File: config.mk
export PLATFORM = sky130hd
export DESIGN_NAME = sys_array_drain
export DESIGN_NICKNAME = d
export VERILOG_FILES = /design/src/rtl/sys_array_pkg.sv /design/src/rtl/sys_array_requant.sv /design/src/rtl/sys_array_drain.sv
export SDC_FILE = /design/constraint.sdc
export NUM_CORES = 1
export LEC_CHECK = 0
export ABC_AREA = 1
export ABC_CLOCK_PERIOD_IN_PS = 8010
export BUFFER_PORTS_ARGS = -buffer_cell sky130_fd_sc_hd__buf_4
export CAP_MARGIN = 20
export CORE_MARGIN = 1.5
export CORE_UTILIZATION = 50
export CTS_CLUSTER_DIAMETER = 40
export CTS_CLUSTER_SIZE = 20
export DETAILED_ROUTE_END_ITERATION = 8
export PLACE_DENSITY = 0.72
export SYNTH_ARGS = -nofsm -noshare
export SYNTH_HDL_FRONTEND = slang
export SYNTH_SLANG_ARGS = --single-unit
File: constraint.sdc
create_clock -name clock -period 8.01 [get_ports clock]
set_clock_uncertainty 0.2 [all_clocks]
set_input_delay 1.602 -clock clock [delete_from_list [all_inputs] [get_ports clock]]
set_output_delay 1.602 -clock clock [all_outputs]
set_load 0.1 [all_outputs]
File: src/rtl/sys_array_pkg.sv
// Shared definitions for the systolic-array result drain: FSM state
// encoding, fetcher latency default and result element width.
package sys_array_pkg;

  typedef enum logic [1:0] {
    IDLE  = 2'd0,
    WAIT  = 2'd1,
    DRAIN = 2'd2
  } state_t;

  // Edges from the start_comp sampling edge to the out_data update edge.
  function automatic int fetch_lat(input int array_l, input int array_w);
    return array_l + 2 * array_w + 3;
  endfunction

  // Each result element carries a full-precision product sum.
  function automatic int elem_w(input int data_w);
    return 2 * data_w;
  endfunction

endpackage

File: src/rtl/sys_array_requant.sv
// Combinational requantizer for one result element: signed arithmetic
// right shift by REQ_SHIFT with round-half-up, then saturation to the
// signed DATA_W range.
module sys_array_requant #(
  parameter int DATA_W    = 8,
  parameter int REQ_SHIFT = 0
) (
  input  logic signed [2*DATA_W-1:0] elem_i,
  output logic signed [DATA_W-1:0]   elem_o
);

  localparam int EW  = 2 * DATA_W;
  localparam int SW  = EW + 1;
  localparam int RND = (REQ_SHIFT > 0) ? (1 << (REQ_SHIFT - 1)) : 0;
  localparam logic signed [SW-1:0] SMAX = SW'((1 << (DATA_W - 1)) - 1);
  localparam logic signed [SW-1:0] SMIN = ~SMAX;

  // One guard bit keeps the rounding add from wrapping at the positive limit.
  function automatic logic signed [SW-1:0] round_shift(input logic signed [EW-1:0] x);
    logic signed [SW-1:0] ext;
    ext = SW'(x);
    ext = ext + SW'(RND);
    return ext >>> REQ_SHIFT;
  endfunction

  function automatic logic signed [DATA_W-1:0] saturate(input logic signed [SW-1:0] x);
    if (x > SMAX) begin
      return DATA_W'(SMAX);
    end else if (x < SMIN) begin
      return DATA_W'(SMIN);
    end
    return DATA_W'(x);
  endfunction

  // Pure combinational transform, no latency added.
  always_comb begin
    elem_o = saturate(round_shift(elem_i));
  end

endmodule

File: src/rtl/sys_array_drain.sv
// Result drain for the systolic-array fetcher: times each computation from
// comp_start, captures the parallel result matrix when it is ready and
// streams it out row-major, one element per valid/ready transfer.
// Optional build macro SYS_DRAIN_REQUANT_EN narrows each element to DATA_W
// bits through sys_array_requant before the output register.
module sys_array_drain
  import sys_array_pkg::*;
#(
  parameter int DATA_W    = 8,
  parameter int ARRAY_W   = 4,
  parameter int ARRAY_L   = 4,
  parameter int FETCH_LAT = fetch_lat(ARRAY_L, ARRAY_W),
  parameter int REQ_SHIFT = 0,
  localparam int EW       = elem_w(DATA_W),
`ifdef SYS_DRAIN_REQUANT_EN
  localparam int OUT_W    = DATA_W
`else
  localparam int OUT_W    = EW
`endif
) (
  input  logic                            clock,
  input  logic                            reset_n,
  input  logic                            comp_start,
  input  logic                            res_ready,
  input  logic [EW*ARRAY_W*ARRAY_W-1:0]   res_data,
  output logic                            out_valid,
  input  logic                            out_ready,
  output logic [OUT_W-1:0]                out_data,
  output logic                            out_last,
  output logic                            busy,
  output logic                            done,
  output logic                            overrun
);

  localparam int N     = ARRAY_W * ARRAY_W;
  localparam int IDX_W = (N > 1) ? $clog2(N) : 1;
  localparam int CNT_W = (FETCH_LAT > 0) ? $clog2(FETCH_LAT + 1) : 1;
  localparam logic [CNT_W-1:0] LAT      = CNT_W'(FETCH_LAT);
  localparam logic [IDX_W-1:0] LAST_IDX = IDX_W'(N - 1);

  state_t                  state_q, state_d;
  logic [CNT_W-1:0]        wait_cnt_q, wait_cnt_d;
  logic                    shd_act_q, shd_act_d;
  logic [CNT_W-1:0]        shd_cnt_q, shd_cnt_d;
  logic [IDX_W-1:0]        idx_q, idx_d, idx_nxt;
  logic [N*EW-1:0]         mat_q, mat_d;
  logic signed [OUT_W-1:0] data_p0, data_d;
  logic                    vld_p0, vld_d;
  logic                    last_p0, last_d;
  logic                    done_q, done_d;
  logic                    overrun_q, overrun_d;

  logic                    xfer, final_xfer, shd_exp, sel_cap;
  logic                    capture, load_next;
  logic signed [EW-1:0]    sel_elem;
  logic signed [OUT_W-1:0] elem_out;

  assign xfer       = vld_p0 & out_ready;
  assign final_xfer = xfer & (idx_q == LAST_IDX);
  // A tracked computation is due once its shadow count is spent and the fetcher is ready.
  assign shd_exp    = shd_act_q & (shd_cnt_q == '0) & res_ready;
  // Element 0 of the live fetcher output is loaded on any capture, otherwise the next buffered one.
  assign sel_cap    = (state_q != DRAIN) | (shd_exp & final_xfer);
  assign idx_nxt    = idx_q + 1'b1;
  assign sel_elem   = sel_cap ? res_data[EW-1:0] : mat_q[int'(idx_nxt)*EW +: EW];

`ifdef SYS_DRAIN_REQUANT_EN
  sys_array_requant #(
    .DATA_W    (DATA_W),
    .REQ_SHIFT (REQ_SHIFT)
  ) u_requant (
    .elem_i (sel_elem),
    .elem_o (elem_out)
  );
`else
  logic unused_req_shift;
  assign unused_req_shift = (REQ_SHIFT != 0);
  assign elem_out         = sel_elem;
`endif

  // Next-state logic: computation tracking, capture decision and stream advance.
  always_comb begin
    state_d    = state_q;
    wait_cnt_d = wait_cnt_q;
    shd_act_d  = shd_act_q;
    shd_cnt_d  = shd_cnt_q;
    idx_d      = idx_q;
    mat_d      = mat_q;
    data_d     = data_p0;
    vld_d      = vld_p0;
    last_d     = last_p0;
    done_d     = 1'b0;
    overrun_d  = overrun_q;
    capture    = 1'b0;
    load_next  = 1'b0;

    unique case (state_q)
      IDLE: begin
        if (comp_start) begin
          wait_cnt_d = LAT;
          state_d    = WAIT;
        end
      end

      WAIT: begin
        if ((wait_cnt_q == '0) && res_ready) begin
          capture = 1'b1;
          if (comp_start) begin
            shd_act_d = 1'b1;
            shd_cnt_d = LAT;
          end
        end else if (comp_start) begin
          wait_cnt_d = LAT;
        end else if (wait_cnt_q != '0) begin
          wait_cnt_d = wait_cnt_q - 1'b1;
        end
      end

      DRAIN: begin
        // Shadow tracker for a computation started while the drain is busy.
        if (shd_exp) begin
          shd_act_d = 1'b0;
        end else if (shd_act_q && (shd_cnt_q != '0)) begin
          shd_cnt_d = shd_cnt_q - 1'b1;
        end
        if (comp_start) begin
          shd_act_d = 1'b1;
          shd_cnt_d = LAT;
        end

        if (shd_exp && final_xfer) begin
          capture = 1'b1;
        end else begin
          if (shd_exp) begin
            overrun_d = 1'b1;
          end
          if (final_xfer) begin
            vld_d  = 1'b0;
            last_d = 1'b0;
            done_d = 1'b1;
            // A computation still in flight keeps being timed in WAIT.
            if (shd_act_d) begin
              state_d    = WAIT;
              wait_cnt_d = shd_cnt_d;
              shd_act_d  = 1'b0;
            end else begin
              state_d = IDLE;
            end
          end else if (xfer) begin
            load_next = 1'b1;
          end
        end
      end

      default: state_d = IDLE;
    endcase

    if (capture) begin
      mat_d   = res_data;
      idx_d   = '0;
      data_d  = elem_out;
      vld_d   = 1'b1;
      last_d  = (LAST_IDX == '0);
      state_d = DRAIN;
    end else if (load_next) begin
      idx_d  = idx_nxt;
      data_d = elem_out;
      last_d = (idx_nxt == LAST_IDX);
    end
  end

  // ---- stage p0: matrix buffer, control state and registered stream outputs ----
  // All state, including the buffer and output data, clears on reset.
  always_ff @(posedge clock or negedge reset_n) begin
    if (!reset_n) begin
      state_q    <= IDLE;
      wait_cnt_q <= '0;
      shd_act_q  <= 1'b0;
      shd_cnt_q  <= '0;
      idx_q      <= '0;
      mat_q      <= '0;
      data_p0    <= '0;
      vld_p0     <= 1'b0;
      last_p0    <= 1'b0;
      done_q     <= 1'b0;
      overrun_q  <= 1'b0;
    end else begin
      state_q    <= state_d;
      wait_cnt_q <= wait_cnt_d;
      shd_act_q  <= shd_act_d;
      shd_cnt_q  <= shd_cnt_d;
      idx_q      <= idx_d;
      mat_q      <= mat_d;
      data_p0    <= data_d;
      vld_p0     <= vld_d;
      last_p0    <= last_d;
      done_q     <= done_d;
      overrun_q  <= overrun_d;
    end
  end

  assign out_valid = vld_p0;
  assign out_data  = data_p0;
  assign out_last  = last_p0;
  assign busy      = (state_q != IDLE);
  assign done      = done_q;
  assign overrun   = overrun_q;

endmodule

== Word-level counts from Yosys, hierarchy flattened ==
Index checks and enable logic that the tools add are counted.
Cells by class
  $add $sub $neg: 3
  bitwise gates (word level): 7
  reductions and logical operators: 22
  multiplexer cells: 48
  eq/ne operators: 19
  shifts and indexed selects: 1
Operators by type and width (count)
  $shiftx 256x9->16: 1
  $mux 4: 13
  $mux 16: 3
  $mux 1: 23
  $ne 2x2->1 const B: 9
  $ne 3x3->1 const B: 5
  $pmux 4 s3: 1
  $reduce_and 3->1: 4
  $reduce_bool 2->1: 5
  $reduce_bool 3->1: 3
  $eq 4x4->1 const B: 2
  $logic_not 4->1: 2
  $mux 2: 4
  $pmux 4 s2: 1
  $reduce_bool 4->1: 2
  $sub 4x1->4 const B: 2
  $reduce_and 7->1: 1
  $pmux 2 s3: 1
  $and 1x1->1: 5
  $add 4x1->4 const B: 1
  $pmux 1 s2: 2
  $reduce_and 4->1: 1
  $logic_and 1x1->1: 3
  $eq 2x1->1 const B: 1
  5 further kinds: 5
Storage, ports and cells
  register bits after elaboration: 291
  bits of input ports: 261

== Logic depth before layout (Yosys ltp) ==
Gate-level depths: netlist (run 1).
  depth in word-level cells: 11
  mapped depth: 13

== Worst setup path before layout (run 1) ==
No wires, ideal clock.
  path type: register to output
  start: reg state_q[0]
  end: out busy
  buffers on the path: 0
  setup slack: 4.985 ns
  arrival: 1.223 ns
  cell stages (with the launch flop): 4
  cells stage by stage: dfrtp_1 > inv_1 > ha_1 > inv_1
Between the ends
  cells in the longest elaborated chain, start to end: 1
RTL lines
  start, declared: line sys_array_drain.sv:41  | state_t state_q, state_d;
  start signal, assigned: line sys_array_drain.sv:188  | state_q <= state_d;
  $reduce_bool 2->1: line sys_array_drain.sv:205  | assign busy = (state_q != IDLE);
  end, declared: line sys_array_drain.sv:30  | output logic busy,
No other way between the ends.

== Worst setup path after layout (run 1) ==
  start: reg idx_q[0]
  end: reg data_p0[12] (netlist: out_data[12])
Between the ends
  cells in the longest elaborated chain, start to end: 7
  elaborated cells on any way between the ends: 16
  those cells by class: add/sub (1); eq/ne (1); shift (1); mux (8); bitwise (3); reduce/logical (2)
RTL lines
  start, declared: line sys_array_drain.sv:45  | logic [IDX_W-1:0] idx_q, idx_d, idx_nxt;
  start signal, assigned: line sys_array_drain.sv:192  | idx_q <= idx_d;
  parallel branches: the longest is 7 deep, another holds $add 4x1->4
  end signal, assigned: line sys_array_drain.sv:194  | data_p0 <= data_d;
  end, declared: line sys_array_drain.sv:47  | logic signed [OUT_W-1:0] data_p0, data_d;
Several ways; the timed one is not identified. The select of a mux whose other input is x is not followed.
A chain may end at the register's enable or synchronous reset.

==> results summary, run 1 <==
The number of warning messages in the yosys log came out at 0. Counting I/O delays and the setup requirement, the final critical path takes 4.47 ns. The number of flip-flops and latches in the synthesized netlist is about 290. After synthesis, the cell types taking the most area are dfrtp_1 48%, nand2_1 11%, nand3_1 9.7%, a21oi_2 9.4%, nor2_1 6.0%. Sequential cells burn a little under a third of the power. The adder-cell area share of the yosys netlist is less than 1%. The measured slew at the worst slew-check pin is 1.09 ns. The remaining max-slew budget at the tightest pin came out at between 20% and 30%.

The first-pass GRT wire length is between 70,000 and 80,000 microns. The synthesized netlist devotes 27.5% of its cell area to simple gates. The final hold slack came out at approximately 0.27 ns.

The number of buffers inserted by hold repair at cts is 0. The final number of max-transition violations came out at 0. The proportion of layout cells with a drive suffix above 1 came out at roughly a quarter. The area used by multi-input combinational logic came out at 6420 sq um. The via total after detailed routing came out at about 14,000. CTS built an H-tree with a depth of 2. The floorplan core area is between 20,000 and 30,000 sq um.

The number of fillers in the final layout came out at 2,651. The final period utilization is ~56%. The path category of the worst min-delay check is flip-flop to flip-flop. The worst voltage drop across the vdd grid is between 200 and 250 uV. Per report_power, the combinational group accounts for roughly two fifths of the total.

The mean number of vias per cell is roughly 5.4. The routability congestion estimate is 0.935. The via count of the first global-routing pass is about 13,000. The area growth from synthesis to layout came out at 24.8%. The clock passes through at most 3 buffers.

The complex-gate fraction of the synthesized area is ~14%. The flow ran to the end, and the final reports show no timing, DRC or antenna violations. Input and output buffers added on the ports amount to approximately 280. The total overflow reported by the global router came out at 0. In the global route stage, overall resource usage came out at approximately 30%. The mean instance size in the synthesized netlist came out at about 8.0 sq um. The setup slack of the critical path after layout is 3.54 ns. The setup TNS came out at 0 ns. The clock latency reported for the late side of the worst-skew pair came out at approximately 0.53 ns.

The worst setup path is launched from a flip-flop. The internal power contribution came out at 0.00406 W. The async set or reset register ratio after synthesis came out at between 90% and 100%. The final layout contains routed wiring with a total length of about 46,000 microns. The critical path start-end classification is flip-flop to flip-flop.

The number of flops mapped to enable cells by yosys is 0. The leading cell type by number of instances after synthesis is nand2_1. In this design, the stage delay of the slowest critical-path cell is between 0.7 and 0.8 ns. The top cell family by delay on the critical path is simple AND/OR/NAND/NOR gates.

The final antenna-violating net count is 0. The number of post-CTS setup repair buffers is 0. Among all flip-flop cells after synthesis, the most frequent one is dfrtp_1. The initial utilization of the core area, before any placement, comes to 50.7%. The synthesized area came out at approximately 15,000 sq um.

The synthesized netlist cell count came out at between 1,500 and 2,000. For this run, the post-layout net count is 2,370. The die boundary height came out at about 180 microns. The clock root buffer is clkbuf_16. The DRC violation count after routing came out at 0. The power dissipated by switching net loads is about 0.0030 W. The sink count of the clock tree is around 290. The die outline area is 31,100 sq um. Post-CTS repair changed the size of 0 cells. The worst path buffer plus inverter count is 2. The first-pass iteration count of the detailed router is 5.

The number of buffers created by CTS is 44. Setup violations remaining at the end of the flow were counted as 0. TritonCTS built the clock tree.

The die width came out at about 180 microns. STA puts the critical path data arrival time at roughly 4.7 ns. The number of hold violations in the final report is 0. The number of DRC violations after detailed-routing iteration 0 came out at 1,337.

The average wire length per cell after detail routing came out at between 15 and 20 microns. The number of rows created at floorplan is 63. For this design, the slowest cell found on the critical path is dfrtp_4.

Entering global routing, the biggest net connects around 110 pins. The xor-xnor portion of the synthesized cell area is less than 1%. The share of synthesized area spent on multiplexers is 0%. STA classifies the critical path endpoint as a flip-flop. The most frequent cell on the critical path is nand2_1.

After clock tree synthesis, the clock-pin slew on the worst setup and hold paths is about 0.060 ns. Before CTS, the worst setup slack after placement is roughly 3.5 ns. Of the synthesized area, sequential elements account for around half. After synthesis, the largest family of logic cells by area is simple AND/OR/NAND/NOR gates. Setup repair after global routing left no endpoint under its margin.

The static leakage came out at 9.72 nW. The total inserted antenna cells is 0. The total power divided by cell area came out at between 300 and 400 nW/um^2. The critical path goes through buf_4, ha_1, nand3_1, nor3_2, nand2_1, nand2_4, nand2_4, buf_4, a21oi_1, nand2_1, nand2_1.

For this run, the top clock speed supported by timing is roughly 220 MHz. The number of nets handed over by synthesis was ~2,200. Sorting the synthesized cells by how often they occur yields 433 x nand2_1, 292 x nand3_1, 291 x dfrtp_1. The number of different library cells in the post-synthesis netlist came out at 29. The share of synthesized area in the top cell type comes to roughly 48%. In the final layout, flip-flops and latches occupy about 7300 sq um. Data on the critical path is required at its endpoint by between 8 and 9 ns. The proportion of total power due to net switching came out at between 40% and 50%. The relative contribution of the clock network to total power came out at between 20% and 30%.

The number of antenna violations at the first check in global routing was 0. The library cell with the largest summed area after synthesis is dfrtp_1. In this run the worst path has a maximum fanout of 82. The I/O pin total came out at 282. The sum of net half-perimeters after detailed placement came out at 32,300 microns. Max-cap violations in this run came to 0.
## power groups by stage
stage                     clock [W]  sequential, W  combinational [W]
final                       0.00199        0.00214            0.00295
after global routing        0.00207        0.00217            0.00320
after CTS                   0.00201        0.00213            0.00293
after detailed placement          0        0.00215            0.00290
after global placement            0        0.00214            0.00286
after floorplan                   0        0.00233            0.00179
## routing by layer
metal / up-vias / GRT usage, % / share of wire [%] / wire, microns
li1: 6466 / - / - / -
met2: 627 / 46.6 / 46 / 21100
met4: 0 / 13.7 / 4.6 / 2120
met3: 111 / 5.30 / 7.6 / 3530
met5: - / 0 / 0 / 0
met1: 6404 / 40.8 / 42 / 19500
## sequential cells by signal, summed over array words and instances (netlist names)
signal      cells
mat_q         256
out_last        1
shd_act_q       1
done            1
wait_cnt_q      4
idx_q           4
shd_cnt_q       4
out_valid       1
state_q         2
out_data       16
overrun         1
## final cells by class
cell class              instances  share of cell area [%]
inverters                     185                    3.70
repair buffers                302                    12.4
well taps                     390                    2.60
clock buffers                  54                    6.45
multi-input cells            1277                    34.2
clock inverters                24                    1.77
flip-flops and latches        291                    38.8
## worst min-delay path: cells and delay by family, from the launching register on
kind / cells / cell delay, ns
flip-flops: 1 / 0.34
AND/OR/NAND/NOR: 2 / 0.10
## cell families (layout without fill, tap and decap cells)
logic type,after synthesis,after routing
and+or+nand+nor,986,986
buffers and inverters,315,565
DFF,291,291
AOI/OAI and AO/OA,280,280
adders and majority gates,8,8
xor gates and xnor gates,3,3
## metrics by stage
step	util, %	instances	total power [W]	area, sq um
finish	63.3	2523	0.00708	18800
global route	63.3	2523	0.00745	18800
CTS	63.2	2522	0.00707	18700
detailed placement	58.0	2444	0.00505	17200
global placement	58.0	2444	0.00500	17200
floorplan	-	1883	0.00412	15000
## final timing paths
| check | from | to | slack [ns] | depth (start not counted) |
|---|---|---|---|---|
| max | idx_q[0]$_DFFE_PN0P_ | out_data[12]$_DFFE_PN0P_ | 3.54 | 11 |
| min | mat_q[58]$_DFFE_PN0P_ | mat_q[58]$_DFFE_PN0P_ | 0.27 | 2 |
| max reg2reg | idx_q[0]$_DFFE_PN0P_ | out_data[12]$_DFFE_PN0P_ | 3.54 | 11 |
| min reg2reg | mat_q[58]$_DFFE_PN0P_ | mat_q[58]$_DFFE_PN0P_ | 0.27 | 2 |
| max in group asynchronous | reset_n | idx_q[0]$_DFFE_PN0P_ | 5.34 | 2 |
| min in group asynchronous | reset_n | mat_q[150]$_DFFE_PN0P_ | 0.84 | 1 |
## placed cells by master, fill, tap and decap left out, types with 5 or more instances in the layout
cell type | synthesis | final
ha_1 | 8 | 6
nor2_2 | 10 | 10
nand2_1 | 433 | 432
clkbuf_16 | 0 | 45
o21ai_0 | 42 | 42
clkinv_4 | 0 | 5
a21oi_1 | 39 | 39
o211ai_1 | 33 | 33
clkbuf_8 | 0 | 5
buf_4 | 2 | 297
dfrtp_1 | 291 | 290
nor2_1 | 241 | 241
inv_1 | 181 | 180
nand3_1 | 292 | 292
bufinv_16 | 0 | 6
a21oi_2 | 162 | 162
(Power assumes the default switching activity.)
==> run 2: changes to the inputs <==
--- a/config.mk
+++ b/config.mk
@@ -6,7 +6,7 @@
 export NUM_CORES = 1
 export LEC_CHECK = 0
 export ABC_AREA = 1
-export ABC_CLOCK_PERIOD_IN_PS = 8010
+export ABC_CLOCK_PERIOD_IN_PS = 4000
 export BUFFER_PORTS_ARGS = -buffer_cell sky130_fd_sc_hd__buf_4
 export CAP_MARGIN = 20
 export CORE_MARGIN = 1.5
@@ -14,7 +14,7 @@
 export CTS_CLUSTER_DIAMETER = 40
 export CTS_CLUSTER_SIZE = 20
 export DETAILED_ROUTE_END_ITERATION = 8
-export PLACE_DENSITY = 0.72
+export PLACE_DENSITY = 0.75
 export SYNTH_ARGS = -nofsm -noshare
 export SYNTH_HDL_FRONTEND = slang
 export SYNTH_SLANG_ARGS = --single-unit
==> constraint.sdc (replaced) <==
create_clock -name clock -period 4 [get_ports clock]
set_clock_uncertainty 0.2 [all_clocks]
set_input_delay 0.8 -clock clock [delete_from_list [all_inputs] [get_ports clock]]
set_output_delay 0.8 -clock clock [all_outputs]
set_load 0.1 [all_outputs]
==> run 2 against run 1 <==
Final cell count grew 0.59%. Sequential cell count did not move. Worst hold slack lost 0.17 ns. First-iteration DRC count grew 12%. Count of clock-buffer cells in the layout up 1. Combinational power up 110%. Via count up 0.88%. Clock power up 110%. Wire length grew 0.94%. Non-clock buffer count grew 7. Die area stayed put. Register-to-register slack worse by 2.6 ns.
==> results summary, run 2 (synthesis results as in run 1) <==
The run finished with clean final reports. The number of rows created at floorplan is 63 (unchanged). The remaining max-slew budget at the tightest pin is 24.5% (-3.0 points). The internal power contribution is 0.00828 W (+100%). The first-pass iteration count of the detailed router came out at 5 (unchanged). The library cells used most frequently in the layout, excluding fill and tap cells, are 432 x nand2_1, 293 x buf_4, 292 x nand3_1.

The number of DRC violations after detailed-routing iteration 0 came out at 1,496 (+12%). The final number of max-transition violations came out at 0 (unchanged). The floorplan core area came out at 29,600 sq um (unchanged). The number of post-CTS setup repair buffers is 0 (unchanged). The data required time of the worst path came out at 4.27 ns (-4.00 ns). The via total after detailed routing came out at 13,700 (+0.88%). The register-to-register setup slack is 0.95 ns (-2.59 ns).

The setup TNS came out at 0 ns (unchanged). The final period utilization was 76.2% (+20 points). The worst reg2reg path endpoint is wait_cnt_q[3]$_DFFE_PN0P_. The die boundary height is 176 microns (unchanged). The net count of the finished layout came out at 2,378 (+0.34%). The number of antenna violations at the first check in global routing came to 2 (+2). The average wire length per cell after detail routing is 18.4 microns (+0.34%).

The number of buffers created by CTS was 45 (+2.3%). The area growth from synthesis to layout came out at 26.5%. The power dissipated by switching net loads is 0.00625 W (+110%). The final antenna-violating net count was 0 (unchanged). The library cell used most frequently in the layout, excluding fill and tap cells, is nand2_1. The total wirelength of the detailed-routed design came out at 46,700 microns (+0.94%).

The routability congestion estimate came out at 0.884 (-5.5%). The clock latency reported for the late side of the worst-skew pair came out at 0.54 ns (about the same). The proportion of total power due to net switching came to 43.0% (+0.33 points). The critical path data arrival time came out at 3.32 ns (-1.40 ns).

The cell depth of the worst flop-to-flop path was 11 (unchanged). The min-delay analysis places its worst path in the category input pin to async pin. Setup repair after global routing left no endpoint under its margin. The number of fillers in the final layout came out at 2,538 (-4.3%).

The proportion of power drawn by flip-flops and latches is 28.8% (-1.4 points). The relative contribution of the clock network to total power came to 28.7% (+0.5 points). The total of buffers placed on input and output ports is 281 (unchanged). The largest driver fanout on the critical path is 95 (+16%). The largest net degree at the start of global routing came to 194 (+81%). The proportion of layout cells with a drive suffix above 1 is 26.8% (+0.45 points). The total power divided by cell area is 765 nW/um^2 (+100%). The final cell utilization of the core is 64.2% (+0.86 points). The DRC violation count after routing came out at 0 (unchanged).

The clock transition at the register clock pins on the worst setup and hold paths after CTS is 0.06 ns (about the same). The sink count of the clock tree is 291 (unchanged). The total overflow reported by the global router was 0 (unchanged). The initial standard-cell utilization of the core is 50.7% (unchanged). TritonCTS built the clock tree. The I/O pin total is 282 (unchanged).

The overall global routing resource usage came to 30.1% (+0.16 points). The worst register-to-register path begins at state_q[0]$_DFFE_PN0P_. The sum of net half-perimeters after detailed placement is 31,800 microns (-1.4%). The total power came out at 0.0145 W (+110%). The number of buffers inserted by hold repair at cts is 0 (unchanged).

The measured slew at the worst slew-check pin came out at 1.13 ns (+0.0456 ns). The first-pass GRT wire length came to 72,500 microns (+0.20%). The maximum count of clock buffers along a single path is 3 (unchanged).

The mean number of vias per cell is 5.41 (+0.29%). The clock root buffer is clkbuf_16. The static leakage is 9.85 nW (+1.3%). The logic gate share of total power is 42.5% (+0.8 points).

The number of flip-flops under the largest register name is 256 (unchanged). STA classifies the critical path startpoint as a flip-flop. The worst voltage drop across the vdd grid came out at 743 uV (+220%). The die width is 176 microns (unchanged).

The die outline area was 31,100 sq um (unchanged). The number of hold violations in the final report is 0 (unchanged). The sort of element at the end of the critical path is a flip-flop.

The setup violation total in the final timing report is 0 (unchanged). Counting flops per register, the top entry is mat_q. The count of max-cap constraint violations came out at 0 (unchanged).

The total of cells resized after clock tree synthesis came out at 0 (unchanged). The maximum clock frequency is 328 MHz (+46%). The via count of the first global-routing pass is 13,600 (+1.3%). The shortest clock period the worst path allows after layout is 3.05 ns (-1.42 ns). The critical path start-end classification is flip-flop to flip-flop. The number of levels the H-tree was split into is 2 (unchanged).
==> run 2: changes by cell type in the layout (fill, tap and decap cells not counted), moves of 3 or more <==
cell,delta
buf_12,+11
inv_8,+3
buf_4,-4
inv_6,+3
==> run 2: power groups by stage <==
| stage | registers, W | clock network, W | logic (W) |
|---|---|---|---|
| 2_1_floorplan | 0.00466 | 0 | 0.00358 |
| 3_3_place_gp | 0.00420 | 0 | 0.00601 |
| 3_5_place_dp | 0.00423 | 0 | 0.00609 |
| 4_1_cts | 0.00419 | 0.00421 | 0.00614 |
| 5_1_grt | 0.00426 | 0.00435 | 0.00668 |
| 6_report | 0.00419 | 0.00417 | 0.00617 |
==> run 2: how the worst max path moves through the flow <==
stage / depth (start not counted) / endpoint / start / slack (ns)
4_1_cts: 11 / wait_cnt_q[3]$_DFFE_PN0P_ / state_q[0]$_DFFE_PN0P_ / 0.89
2_1_floorplan: 13 / out_data[10]$_DFFE_PN0P_ / idx_q[0]$_DFFE_PN0P_ / 1.46
5_1_grt: 11 / wait_cnt_q[3]$_DFFE_PN0P_ / state_q[0]$_DFFE_PN0P_ / 0.67
3_5_place_dp: 11 / wait_cnt_q[3]$_DFFE_PN0P_ / state_q[0]$_DFFE_PN0P_ / 0.91
6_report: 11 / wait_cnt_q[3]$_DFFE_PN0P_ / state_q[0]$_DFFE_PN0P_ / 0.95
3_3_place_gp: 11 / wait_cnt_q[3]$_DFFE_PN0P_ / state_q[0]$_DFFE_PN0P_ / 1.0
==> run 2: worst max-delay path, stage by stage (launching register included) <==
cell	delay (ns)
dfrtp_1	0.40
inv_1	0.13
ha_1	0.34
inv_2	0.14
nor3_2	0.22
nand2_1	0.14
nand2_4	0.10
buf_4	0.71
nor2_1	0.26
nand2_1	0.20
nand2_1	0.07
nand2_1	0.07
==> run 2: cell type report <==
class | instances | area [sq um] | area share [%]
Antenna cell | 2 | 5.00 | 0.0263
Multi-Input combinational cell | 1277 | 6420 | 33.7
Clock inverter | 29 | 368 | 1.93
Inverter | 185 | 694 | 3.65
Timing Repair Buffer | 309 | 2510 | 13.2
Sequential cell | 291 | 7290 | 38.3
Clock buffer | 55 | 1250 | 6.55
Tap cell | 390 | 488 | 2.57
==> run 2: layer usage <==
layer	vias up	global-route usage [%]	wire [microns]
li1	6490	-	-
met1	6455	40.4	19200
met2	667	47.1	21400
met3	116	5.32	3830
met4	0	14.8	2270
met5	-	0	0
==> run 2: metrics by stage <==
stage | setup WS [ns] | cells | instance area [sq um] | hold WS, ns
after global placement | 0.999 | 2451 | 17400 | 0.249
after detailed placement | 0.906 | 2452 | 17400 | 0.253
after global routing | 0.674 | 2537 | 19000 | 0.126
final | 0.951 | 2538 | 19000 | 0.0941
after floorplan | 1.46 | 1883 | 15000 | 0.237
after CTS | 0.890 | 2536 | 19000 | 0.122
